--- config.mk ---
export PLATFORM = sky130hd
export DESIGN_NAME = keypad_scan_controller
export DESIGN_NICKNAME = d
export VERILOG_FILES = /design/src/rtl/keypad_scan_controller.sv
export SDC_FILE = /design/constraint.sdc
export NUM_CORES = 1
export LEC_CHECK = 0
export CAP_MARGIN = 20
export CORE_ASPECT_RATIO = 0.7
export CORE_MARGIN = 2
export CORE_UTILIZATION = 60
export CTS_BUF_LIST = sky130_fd_sc_hd__clkbuf_16
export DETAILED_ROUTE_END_ITERATION = 7
export PLACE_DENSITY = 0.83
export SLEW_MARGIN = 25
export SYNTH_ARGS = -nofsm -noshare
export SYNTH_HDL_FRONTEND = slang
export SYNTH_SLANG_ARGS = --single-unit
--- constraint.sdc ---
create_clock -name clk -period 13.6 [get_ports clk]
set_clock_uncertainty 0.15 [all_clocks]
set_input_delay 4.08 -clock clk [delete_from_list [all_inputs] [get_ports clk]]
set_output_delay 4.08 -clock clk [all_outputs]
set_load 0.01 [all_outputs]
--- src/rtl/keypad_scan_controller.sv ---
// rtl/keypad_scan_controller.sv - 4x4 keypad scanner with frame debounce and key-event FIFO
module keypad_scan_controller #(
  parameter int SCAN_DIV       = 50000,
  parameter int DEBOUNCE_SCANS = 4,
  parameter int FIFO_DEPTH     = 8,
  parameter int CNT_W          = 4
) (
  input  logic             clk,
  input  logic             reset,
  input  logic [3:0]       rows,
  output logic [3:0]       cols,
  input  logic             rd_en,
  input  logic             clr_ovf,
  output logic [31:0]      rd_data,
  output logic             empty,
  output logic             overflow,
  output logic [CNT_W-1:0] level
);

  localparam int DIV_W = (SCAN_DIV > 1) ? $clog2(SCAN_DIV) : 1;
  localparam int STB_W = $clog2(DEBOUNCE_SCANS + 1);
  localparam int PTR_W = (FIFO_DEPTH > 1) ? $clog2(FIFO_DEPTH) : 1;

  localparam logic [DIV_W-1:0] DWELL_LAST = DIV_W'(SCAN_DIV - 1);
  localparam logic [STB_W-1:0] STB_MAX    = STB_W'(DEBOUNCE_SCANS);
  localparam logic [CNT_W-1:0] LVL_FULL   = CNT_W'(FIFO_DEPTH);

  // Scan state
  logic [1:0]       r_col_idx;
  logic [DIV_W-1:0] r_dwell;
  logic [11:0]      r_frame_acc;
  logic [15:0]      r_frame;
  logic             r_frame_vld;
  logic             w_sample;

  // Debounce state
  logic [15:0]      r_prev;
  logic [STB_W-1:0] r_stable;
  logic             r_reported;
  logic [STB_W-1:0] w_stable_nxt;
  logic [4:0]       w_ones;
  logic [3:0]       w_code;
  logic             w_push;

  // FIFO state
  logic [3:0]       r_mem [FIFO_DEPTH];
  logic [PTR_W-1:0] r_wr_ptr;
  logic [PTR_W-1:0] r_rd_ptr;
  logic [CNT_W-1:0] r_level;
  logic [CNT_W-1:0] w_level_nxt;
  logic             r_empty;
  logic             r_overflow;
  logic [31:0]      r_rd_data;
  logic             w_pop;
  logic             w_full;
  logic             w_wr;
  logic             w_drop;

  assign w_sample = (r_dwell == DWELL_LAST);
  assign cols     = ~(4'b0001 << r_col_idx);

  // Column walk: count the dwell, capture the rows on its last cycle, then move to the next column
  always_ff @(posedge clk) begin
    if (reset) begin
      r_col_idx   <= '0;
      r_dwell     <= '0;
      r_frame_acc <= '0;
      r_frame     <= '0;
      r_frame_vld <= 1'b0;
    end else begin
      r_frame_vld <= 1'b0;
      if (w_sample) begin
        r_dwell   <= '0;
        r_col_idx <= r_col_idx + 2'd1;
        case (r_col_idx)
          2'd0:    r_frame_acc[3:0]  <= ~rows;
          2'd1:    r_frame_acc[7:4]  <= ~rows;
          2'd2:    r_frame_acc[11:8] <= ~rows;
          default: begin
            r_frame     <= {~rows, r_frame_acc};
            r_frame_vld <= 1'b1;
          end
        endcase
      end else begin
        r_dwell <= r_dwell + DIV_W'(1);
      end
    end
  end

  // Frame classification: number of pressed switches and the code of the (last) one found
  always_comb begin
    w_ones = '0;
    w_code = '0;
    for (int i = 0; i < 16; i++) begin
      if (r_frame[i]) begin
        w_ones = w_ones + 5'd1;
        w_code = 4'(i);
      end
    end
  end

  // Debounce decision for a freshly completed frame
  always_comb begin
    w_stable_nxt = r_stable;
    w_push       = 1'b0;
    if (r_frame_vld) begin
      if (r_frame == r_prev) begin
        w_stable_nxt = (r_stable == STB_MAX) ? STB_MAX : r_stable + STB_W'(1);
      end else begin
        w_stable_nxt = STB_W'(1);
      end
      w_push = (w_stable_nxt == STB_MAX) && (w_ones == 5'd1) && !r_reported;
    end
  end

  // Debounce state: remember the last frame, its stability, and whether the held key was reported
  always_ff @(posedge clk) begin
    if (reset) begin
      r_prev     <= '0;
      r_stable   <= '0;
      r_reported <= 1'b0;
    end else if (r_frame_vld) begin
      r_prev   <= r_frame;
      r_stable <= w_stable_nxt;
      if (w_stable_nxt == STB_MAX) begin
        if (w_ones == 5'd0) begin
          r_reported <= 1'b0;
        end else if (w_ones == 5'd1) begin
          r_reported <= 1'b1;
        end
      end
    end
  end

  // A pop frees a slot for a same-cycle push, so a full FIFO only drops when not being read
  assign w_pop  = rd_en && (r_level != '0);
  assign w_full = (r_level == LVL_FULL);
  assign w_wr   = w_push && (!w_full || w_pop);
  assign w_drop = w_push && w_full && !w_pop;

  // Occupancy after this edge's push/pop
  always_comb begin
    w_level_nxt = r_level;
    case ({w_wr, w_pop})
      2'b10:   w_level_nxt = r_level + CNT_W'(1);
      2'b01:   w_level_nxt = r_level - CNT_W'(1);
      default: w_level_nxt = r_level;
    endcase
  end

  // Event storage; contents are don't-care while the pointers say empty
  always_ff @(posedge clk) begin
    if (w_wr && !reset) begin
      r_mem[r_wr_ptr] <= w_code;
    end
  end

  // FIFO pointers, flags, sticky overflow and the registered read word
  always_ff @(posedge clk) begin
    if (reset) begin
      r_wr_ptr   <= '0;
      r_rd_ptr   <= '0;
      r_level    <= '0;
      r_empty    <= 1'b1;
      r_overflow <= 1'b0;
      r_rd_data  <= '0;
    end else begin
      if (w_wr) begin
        r_wr_ptr <= r_wr_ptr + PTR_W'(1);
      end
      if (w_pop) begin
        r_rd_ptr <= r_rd_ptr + PTR_W'(1);
      end
      if (rd_en) begin
        r_rd_data <= w_pop ? {1'b1, 27'd0, r_mem[r_rd_ptr]} : 32'd0;
      end
      if (w_drop) begin
        r_overflow <= 1'b1;
      end else if (clr_ovf) begin
        r_overflow <= 1'b0;
      end
      r_level <= w_level_nxt;
      r_empty <= (w_level_nxt == '0);
    end
  end

  assign rd_data  = r_rd_data;
  assign empty    = r_empty;
  assign overflow = r_overflow;
  assign level    = r_level;

endmodule

After elaboration in Yosys (flattened, before gate mapping). Memories as Yosys holds them, arrays and structs flattened. A register that Yosys moved wholly into a read port is not among the register bits. Index checks and enable logic that the tools add are counted.

Bits in registers: 111. Memory bits (writable): 32. Input port bits: 8. Output and inout port bits: 42. Word-level logic and storage cells: 128. Memories: 1.

Memories: r_mem (words 8, width 4, read ports 1, clocked after Yosys merged registers in 1, write ports 1, RTL line 46) `logic [3:0] r_mem [FIFO_DEPTH];`.

$add $sub $neg: 22. Equal/unequal tests: 11. Shift operators: 1. Multiplexer cells: 47. Bitwise operators: 4. Reduce and logical (&&, ||, !) cells: 26.

Operator list (number): adder 5 x 1 -> 5 bit, second input constant (15); two-way mux 5 bit (15); two-way mux 4 bit (14); two-way mux 32 bit (1); two-way mux 3 bit (6); adder 16 x 1 -> 16 bit, second input constant (1); == test 16 bit (1); == test 16 bit, second input constant (1); two-way mux 1 bit (10); adder 3 x 1 -> 3 bit, second input constant (3); == test 3 bit, second input constant (3); inverter 4 bit (2); one-hot mux 4 bit (2 select lines) (1); AND reduction 2 bit (4); logical AND 1 bit (7); == test 5 x 1 -> 1 bit, second input constant (1); zero test 5 bit (1); adder 4 x 1 -> 4 bit, second input constant (1); == test 2 x 1 -> 1 bit, second input constant (2); == test 2 bit, second input constant (2); == test 4 bit, second input constant (1); zero test 1 bit (4); zero test 4 bit (1); nonzero test 2 bit (2); other kinds (10) (12).

Logic depth before layout (Yosys ltp).
Depth in word-level cells: 39. Gate-level depth with buffers: 61. Gate-level depth less buffers: 61.

Least setup slack after synthesis. No wires, ideal clock.

Kind: flip-flop to flip-flop. Start point: reg r_frame[0]. End point: reg r_empty (netlist: empty). Library setup time: 73 ps. Arrival time: 10771 ps. Required time: 13377 ps. Slack: 2606 ps. Cell stages (with the launch flop): 62. Path buffers: 1. Clock period less this slack: 10994 ps. Path through: dfxtp_1 > inv_1 > ha_1 > buf_6 > xor2_1 > ha_1 > nand2_1 > o31ai_1 > ha_1 > nor2b_1 > nor2_1 > ha_1 > nand2_1 > o21a_1 > or2_2 > inv_1 > ha_1 > nand2_1 > [26 not listed] > ha_1 > o22ai_1 > a21oi_1 > ha_1 > nand2b_1 > nor3_1 > a211oi_1 > and4b_1 > o221ai_1 > mux2i_4 > a21oi_2 > ha_1 > a21o_1 > a21o_1 > mux2_2 > a31oi_1 > nand3_1 > nor3_2.

Word-level cells in the longest chain between the ends: 39. Elaborated cells on any way between the ends: 44. Classes of those cells: add/sub (15); eq/ne (5); mux (20); reduce/logical (4).

Ends and longest elaborated chain: start, declared (RTL line 32) `logic [15:0] r_frame;`; start signal, assigned (RTL line 80) `r_frame <= {~rows, r_frame_acc};`; two-way mux 1 bit (RTL line 95) `if (r_frame[i]) begin`; adder 5 x 1 -> 5 bit (RTL line 96) `w_ones = w_ones + 5'd1;`; two-way mux 5 bit (RTL line 95); adder 5 x 1 -> 5 bit (RTL line 96); two-way mux 5 bit (RTL line 95); adder 5 x 1 -> 5 bit (RTL line 96); two-way mux 5 bit (RTL line 95); adder 5 x 1 -> 5 bit (RTL line 96); [22 not listed]; two-way mux 5 bit (RTL line 95); == test 5 x 1 -> 1 bit (RTL line 112) `w_push = (w_stable_nxt == STB_MAX) && (w_ones == 5'd1) && !r_reported;`; logical AND 1 bit * (2 in series) (RTL line 112); two-way mux 1 bit * (RTL line 106) `if (r_frame_vld) begin`; logical AND 1 bit * (RTL line 138) `assign w_wr = w_push && (!w_full || w_pop);`; == test 2 x 1 -> 1 bit or == test 2 bit (tied branches) (RTL line 144) `case ({w_wr, w_pop})`; one-hot mux 4 bit (2 select lines) * (RTL line 144); zero test 4 bit * (RTL line 183) `r_empty <= (w_level_nxt == '0);`; end signal, assigned (RTL line 183); end, declared (RTL line 51) `logic r_empty;`.

Every way passes the cells marked *; elsewhere a longest branch is shown, timed or not. The select of a mux whose other input is x is not followed. A chain may end at the register's enable or synchronous reset.

Final worst setup path.
Start point: reg r_frame[1]. End point: reg r_empty (netlist: empty).

Word-level cells in the longest chain between the ends: 37. Elaborated cells on any way between the ends: 42. Classes of those cells: add/sub (14); eq/ne (5); mux (19); reduce/logical (4).

Ends and longest elaborated chain (RTL line): two-way mux 5 bit (95); adder 5 x 1 -> 5 bit (96); two-way mux 5 bit (95); adder 5 x 1 -> 5 bit (96); two-way mux 5 bit (95); adder 5 x 1 -> 5 bit (96); two-way mux 5 bit (95); adder 5 x 1 -> 5 bit (96); [20 not listed]; two-way mux 5 bit (95); == test 5 x 1 -> 1 bit (112); logical AND 1 bit * (2 in series) (112); two-way mux 1 bit * (106); logical AND 1 bit * (138); == test 2 x 1 -> 1 bit or == test 2 bit (tied branches) (144); one-hot mux 4 bit (2 select lines) * (144); zero test 4 bit * (183).

Marks and branches as above.

==> implementation parameters <==
Parameter                              Value

Synth
  Avg Inst Size Synth ... between 9 and 10 µm²
  Prevailing post-synth register cell ... sky130_fd_sc_hd__dfxtp_1
  Cells taking the most area after synthesis ... sky130_fd_sc_hd__dfxtp_1 23%, sky130_fd_sc_hd__edfxtp_1 13%, sky130_fd_sc_hd__nor2_1 6.1%, sky130_fd_sc_hd__xnor2_1 5.4%, sky130_fd_sc_hd__ha_1 4.5%
  Proportion of synthesized chip area in sequential cells ... 36.34%
  Number of unique standard cell types used by synthesis ... just under 90
  Cell type contributing the most total cell area after synthesis ... sky130_fd_sc_hd__dfxtp_1
  Warnings from Yosys ... 0
  Top cell type's share of synthesized area ... about a quarter
  Synth Cell Area ... approximately 7400 µm²
  Number of cells produced by synthesis ... 805
  Count of flip-flops with a built-in enable after synthesis ... 32
  Post-synthesis sequential element count ... 119
  Fraction of registers with async set/reset ... 0%

STA
  Hold violation total from the final report ... 0
  Max transition margin ... 33.18%
  Slew at the pin with the worst max-slew slack ... ~0.99 ns
  RSZ-0062 raised after global routing ... no
  Tcrit/Tclk final ... slightly above 90%
  Count of final setup violators ... 0
  Total Neg Setup Slack ... 0 ns
  Number of pins with negative max-slew slack in the final report ... 0
  Max Freq ... between 0.07 and 0.08 GHz
  Min Hold Slack ... about 0.31 ns
  Post-route minimum period ... between 10 and 15 ns

Cells and area
  Share of post-route cells with drive strength above 1 ... between 10 and 15%
  Most common cell after layout, fill and taps aside ... sky130_fd_sc_hd__nor2_1
  Post-layout instance count excluding filler cells ... roughly 970
  Cell area after layout ... slightly above 8000 µm²
  Signed area change from the synthesized netlist to the final layout ... 9.976%
  Number of inserted diodes ... 0
  Net count reported at finish ... roughly 840
  Leading cell types in the layout, fill and taps excluded ... 120 x sky130_fd_sc_hd__nor2_1, 87 x sky130_fd_sc_hd__dfxtp_1, 73 x sky130_fd_sc_hd__nand2_1, 49 x sky130_fd_sc_hd__a21oi_1, 46 x sky130_fd_sc_hd__xnor2_1

Route
  Number of remaining DRC errors ... 0
  Iter 0 DRT Violations ... 595
  Detail-routed via count per cell ... roughly 6
  Number of vias after detailed routing ... about 6000
  Length of the first detailed-routing pass in iterations ... 5
  Routed wirelength normalized by instance count ... between 15 and 20 µm
  Final WL ... 17200 µm
  Number of nets with antenna violations after routing ... 0

Floorplanning
  Number of cell rows ... 33
  Initial core utilization ... 62.54%
  Core footprint ... between 10000 and 15000 µm²
  DIE AREA ... between 10000 and 15000 µm²
  Number of top-level pins ... 50
  X dimension of the die ... 137.1 µm
  Vertical die dimension ... about 100 µm

Pwr
  Clock Power Share ... a little under half
  Comb power frac ... 14.2%
  Static leakage power ... 3.046 nW
  Switching Power ... 0.2761 mW
  Internal portion of total power ... 0.7118 mW
  Switching power share of the total ... between 20% and 30%
  Worst IR drop on VDD ... ~0.0001 V
  Portion of total power attributed to sequential cells ... 40.0%
  Power density over the cells ... 120.8 nW/µm²

Worst hold path
  Startpoint of the most critical hold path ... r_dwell[0]$_SDFF_PP0_
  Hold Path Class ... flip-flop to flip-flop
  Hold path depth ... 1

GRT
  Vias in the first global route ... 5740
  Maximum number of pins on one net before global-route repair ... between 80 and 90
  Global-route wire length before repair ... 28500 µm
  Aggregate global routing overflow ... 0
  GRT Total Usage ... between 20% and 30%
  Number of antenna violations at the first check in global routing ... 0

Placed design
  Routability congestion estimate from global placement ... slightly below 0.9
  Placed instance area ... about 7600 µm²
  Placed wire-length estimate ... 11650 µm
  Placed Cells incl. Taps ... 940
  Number of buffer cells added on primary ports ... 22

CTS
  Number of sinks driven by the clock tree ... roughly 120
  Library cell used as clock root buffer ... sky130_fd_sc_hd__clkbuf_16
  Clock latency on the worst-skew pair ... 0.42 ns
  # resized after CTS ... 0
  Quantity of hold-fixing buffers added after cts ... 0
  Clock transition at the register clock pins on the worst setup and hold paths after CTS ... 0.06 ns
  Number of buffers inserted during clock tree synthesis ... 17
  Count of buffers added by post-CTS timing repair for setup ... 0
  Htree depth ... 4
  Maximum number of buffers from clock root to sink ... 2
  Clock tree from TritonCTS ... yes

Critical path
  Peak per-stage delay on the critical path ... 0.43 ns
  CP Data Arrival Time ... around 13 ns
  CP max-delay cell ... sky130_fd_sc_hd__dfxtp_1
  Crit-path max FO ... 8
  CP Launch Point ... r_frame[1]$_SDFFE_PP0P_
  Most frequent cell on the critical path ... sky130_fd_sc_hd__ha_1
  Logic depth of the worst register-to-register path ... 60
  Critical Path Start Type ... flip-flop
  Kind of end point of the critical path ... flip-flop
  Data required time at the worst endpoint ... 13.80 ns
  Class of the most critical setup path ... flip-flop to flip-flop
  Reg2reg start ... r_frame[1]$_SDFFE_PP0P_

Run
  MaxCap Viol Count ... 0

Run status
  Outcome ... complete, no violations
## path summary, 6_finish.rpt
kind | to | slack, ns
setup / recovery | empty$_SDFF_PP1_ | 0.95
hold / removal | r_dwell[0]$_SDFF_PP0_ | 0.31
setup reg to reg | empty$_SDFF_PP1_ | 0.95
hold reg to reg | r_dwell[0]$_SDFF_PP0_ | 0.31
## layer usage
| layer | GRT usage (%) | routed length, µm | part of all wire, % | vias to the layer above |
|---|---|---|---|---|
| met3 | 5.790 | 1358 | 7.9 | 36 |
| met1 | 37.89 | 7721 | 45 | 2821 |
| met2 | 40.57 | 7764 | 45 | 292 |
| li1 | - | - | - | 2755 |
| met4 | 11.18 | 353 | 2.1 | 0 |
| met5 | 0 | 0 | 0 | - |
## worst max-delay path: cells and delay by family (launching register included)
kind	cells	cell delay (ns)
AOI/OAI and AO/OA	19	3.37
xor gates and xnor gates	1	0.18
adders and majority gates	15	4.59
buffers and inverters	5	0.44
DFF	1	0.43
muxes	5	1.39
and+or+nand+nor	15	2.06
## metrics by stage
stage	total power [mW]	util (%)	setup WS, ns
finish	0.9880	68.78	0.9454
global route	1.022	68.78	0.006280
CTS	0.9831	68.59	1.113
detailed placement	0.5369	63.59	1.143
global placement	0.5297	63.59	1.966
floorplan	0.4993	-	2.606
## sequential cells by signal, indices dropped and copies added, names as in the netlist, named ones only
name and cells:
r_reported 1, r_wr_ptr 3, empty 1, overflow 1
r_prev 16, r_frame 16, r_mem 32, r_frame_vld 1
r_col_idx 2, rd_data 5, r_dwell 16, r_rd_ptr 3
r_stable 3, level 4, r_frame_acc 12
## power by group through the flow
stage | logic (mW) | clock network [mW] | registers (mW)
finish | 0.140 | 0.453 | 0.395
global route | 0.153 | 0.471 | 0.398
CTS | 0.136 | 0.452 | 0.395
detailed placement | 0.134 | 0 | 0.403
global placement | 0.129 | 0 | 0.401
floorplan | 0.102 | 0 | 0.397
## final cells by class
class | count | area (µm²)
flip-flops and latches | 119 | 2703
repair buffers | 24 | 230.2
clock buffers | 17 | 425.4
well taps | 157 | 196.4
inverters | 25 | 93.84
fillers | 855 | 3712
multi-input cells | 615 | 4362
clock inverters | 15 | 168.9
## cells in the mapped netlist (3+ instances only)
master and n:
sky130_fd_sc_hd__a31oi_1 3, sky130_fd_sc_hd__o22ai_1 4, sky130_fd_sc_hd__inv_1 23, sky130_fd_sc_hd__nor3_1 15, sky130_fd_sc_hd__edfxtp_1 32, sky130_fd_sc_hd__a211oi_1 6, sky130_fd_sc_hd__or3_1 7, sky130_fd_sc_hd__dfxtp_1 87
sky130_fd_sc_hd__and2_1 3, sky130_fd_sc_hd__xor2_1 21, sky130_fd_sc_hd__nand4b_1 3, sky130_fd_sc_hd__buf_1 5, sky130_fd_sc_hd__buf_4 28, sky130_fd_sc_hd__clkbuf_1 30, sky130_fd_sc_hd__xnor3_1 5, sky130_fd_sc_hd__nor2b_1 4
sky130_fd_sc_hd__and3_1 8, sky130_fd_sc_hd__or2_2 3, sky130_fd_sc_hd__buf_2 7, sky130_fd_sc_hd__nand3_1 25, sky130_fd_sc_hd__xnor2_2 4, sky130_fd_sc_hd__nand2b_1 7, sky130_fd_sc_hd__nand2_1 73, sky130_fd_sc_hd__nand4_1 12
sky130_fd_sc_hd__mux4_2 9, sky130_fd_sc_hd__o221ai_1 4, sky130_fd_sc_hd__o21ai_0 13, sky130_fd_sc_hd__mux2_2 4, sky130_fd_sc_hd__mux2i_1 26, sky130_fd_sc_hd__nor2_1 120, sky130_fd_sc_hd__xnor3_2 3, sky130_fd_sc_hd__nor3_2 4
sky130_fd_sc_hd__xnor2_1 46, sky130_fd_sc_hd__nand3b_1 7, sky130_fd_sc_hd__ha_1 27, sky130_fd_sc_hd__a21oi_1 49, sky130_fd_sc_hd__xnor2_4 5, sky130_fd_sc_hd__o21ai_1 3, sky130_fd_sc_hd__a21o_1 4, sky130_fd_sc_hd__nor4_1 10
## cell families (layout without fill, tap and decap cells)
group                      Yosys count  in the layout  synth area share (%)
AOI/OAI and AO/OA                  113            113                 10.01
xor gates and xnor gates            85             85                 13.43
adders and majority gates           28             28                 4.812
buffers and inverters               97             81                 6.628
DFF                                119            119                 36.34
muxes                               41             41                 7.335
other                                1             27               0.05042
and+or+nand+nor                    321            321                 21.40
Note: power is estimated with default switching activity, not from simulation.
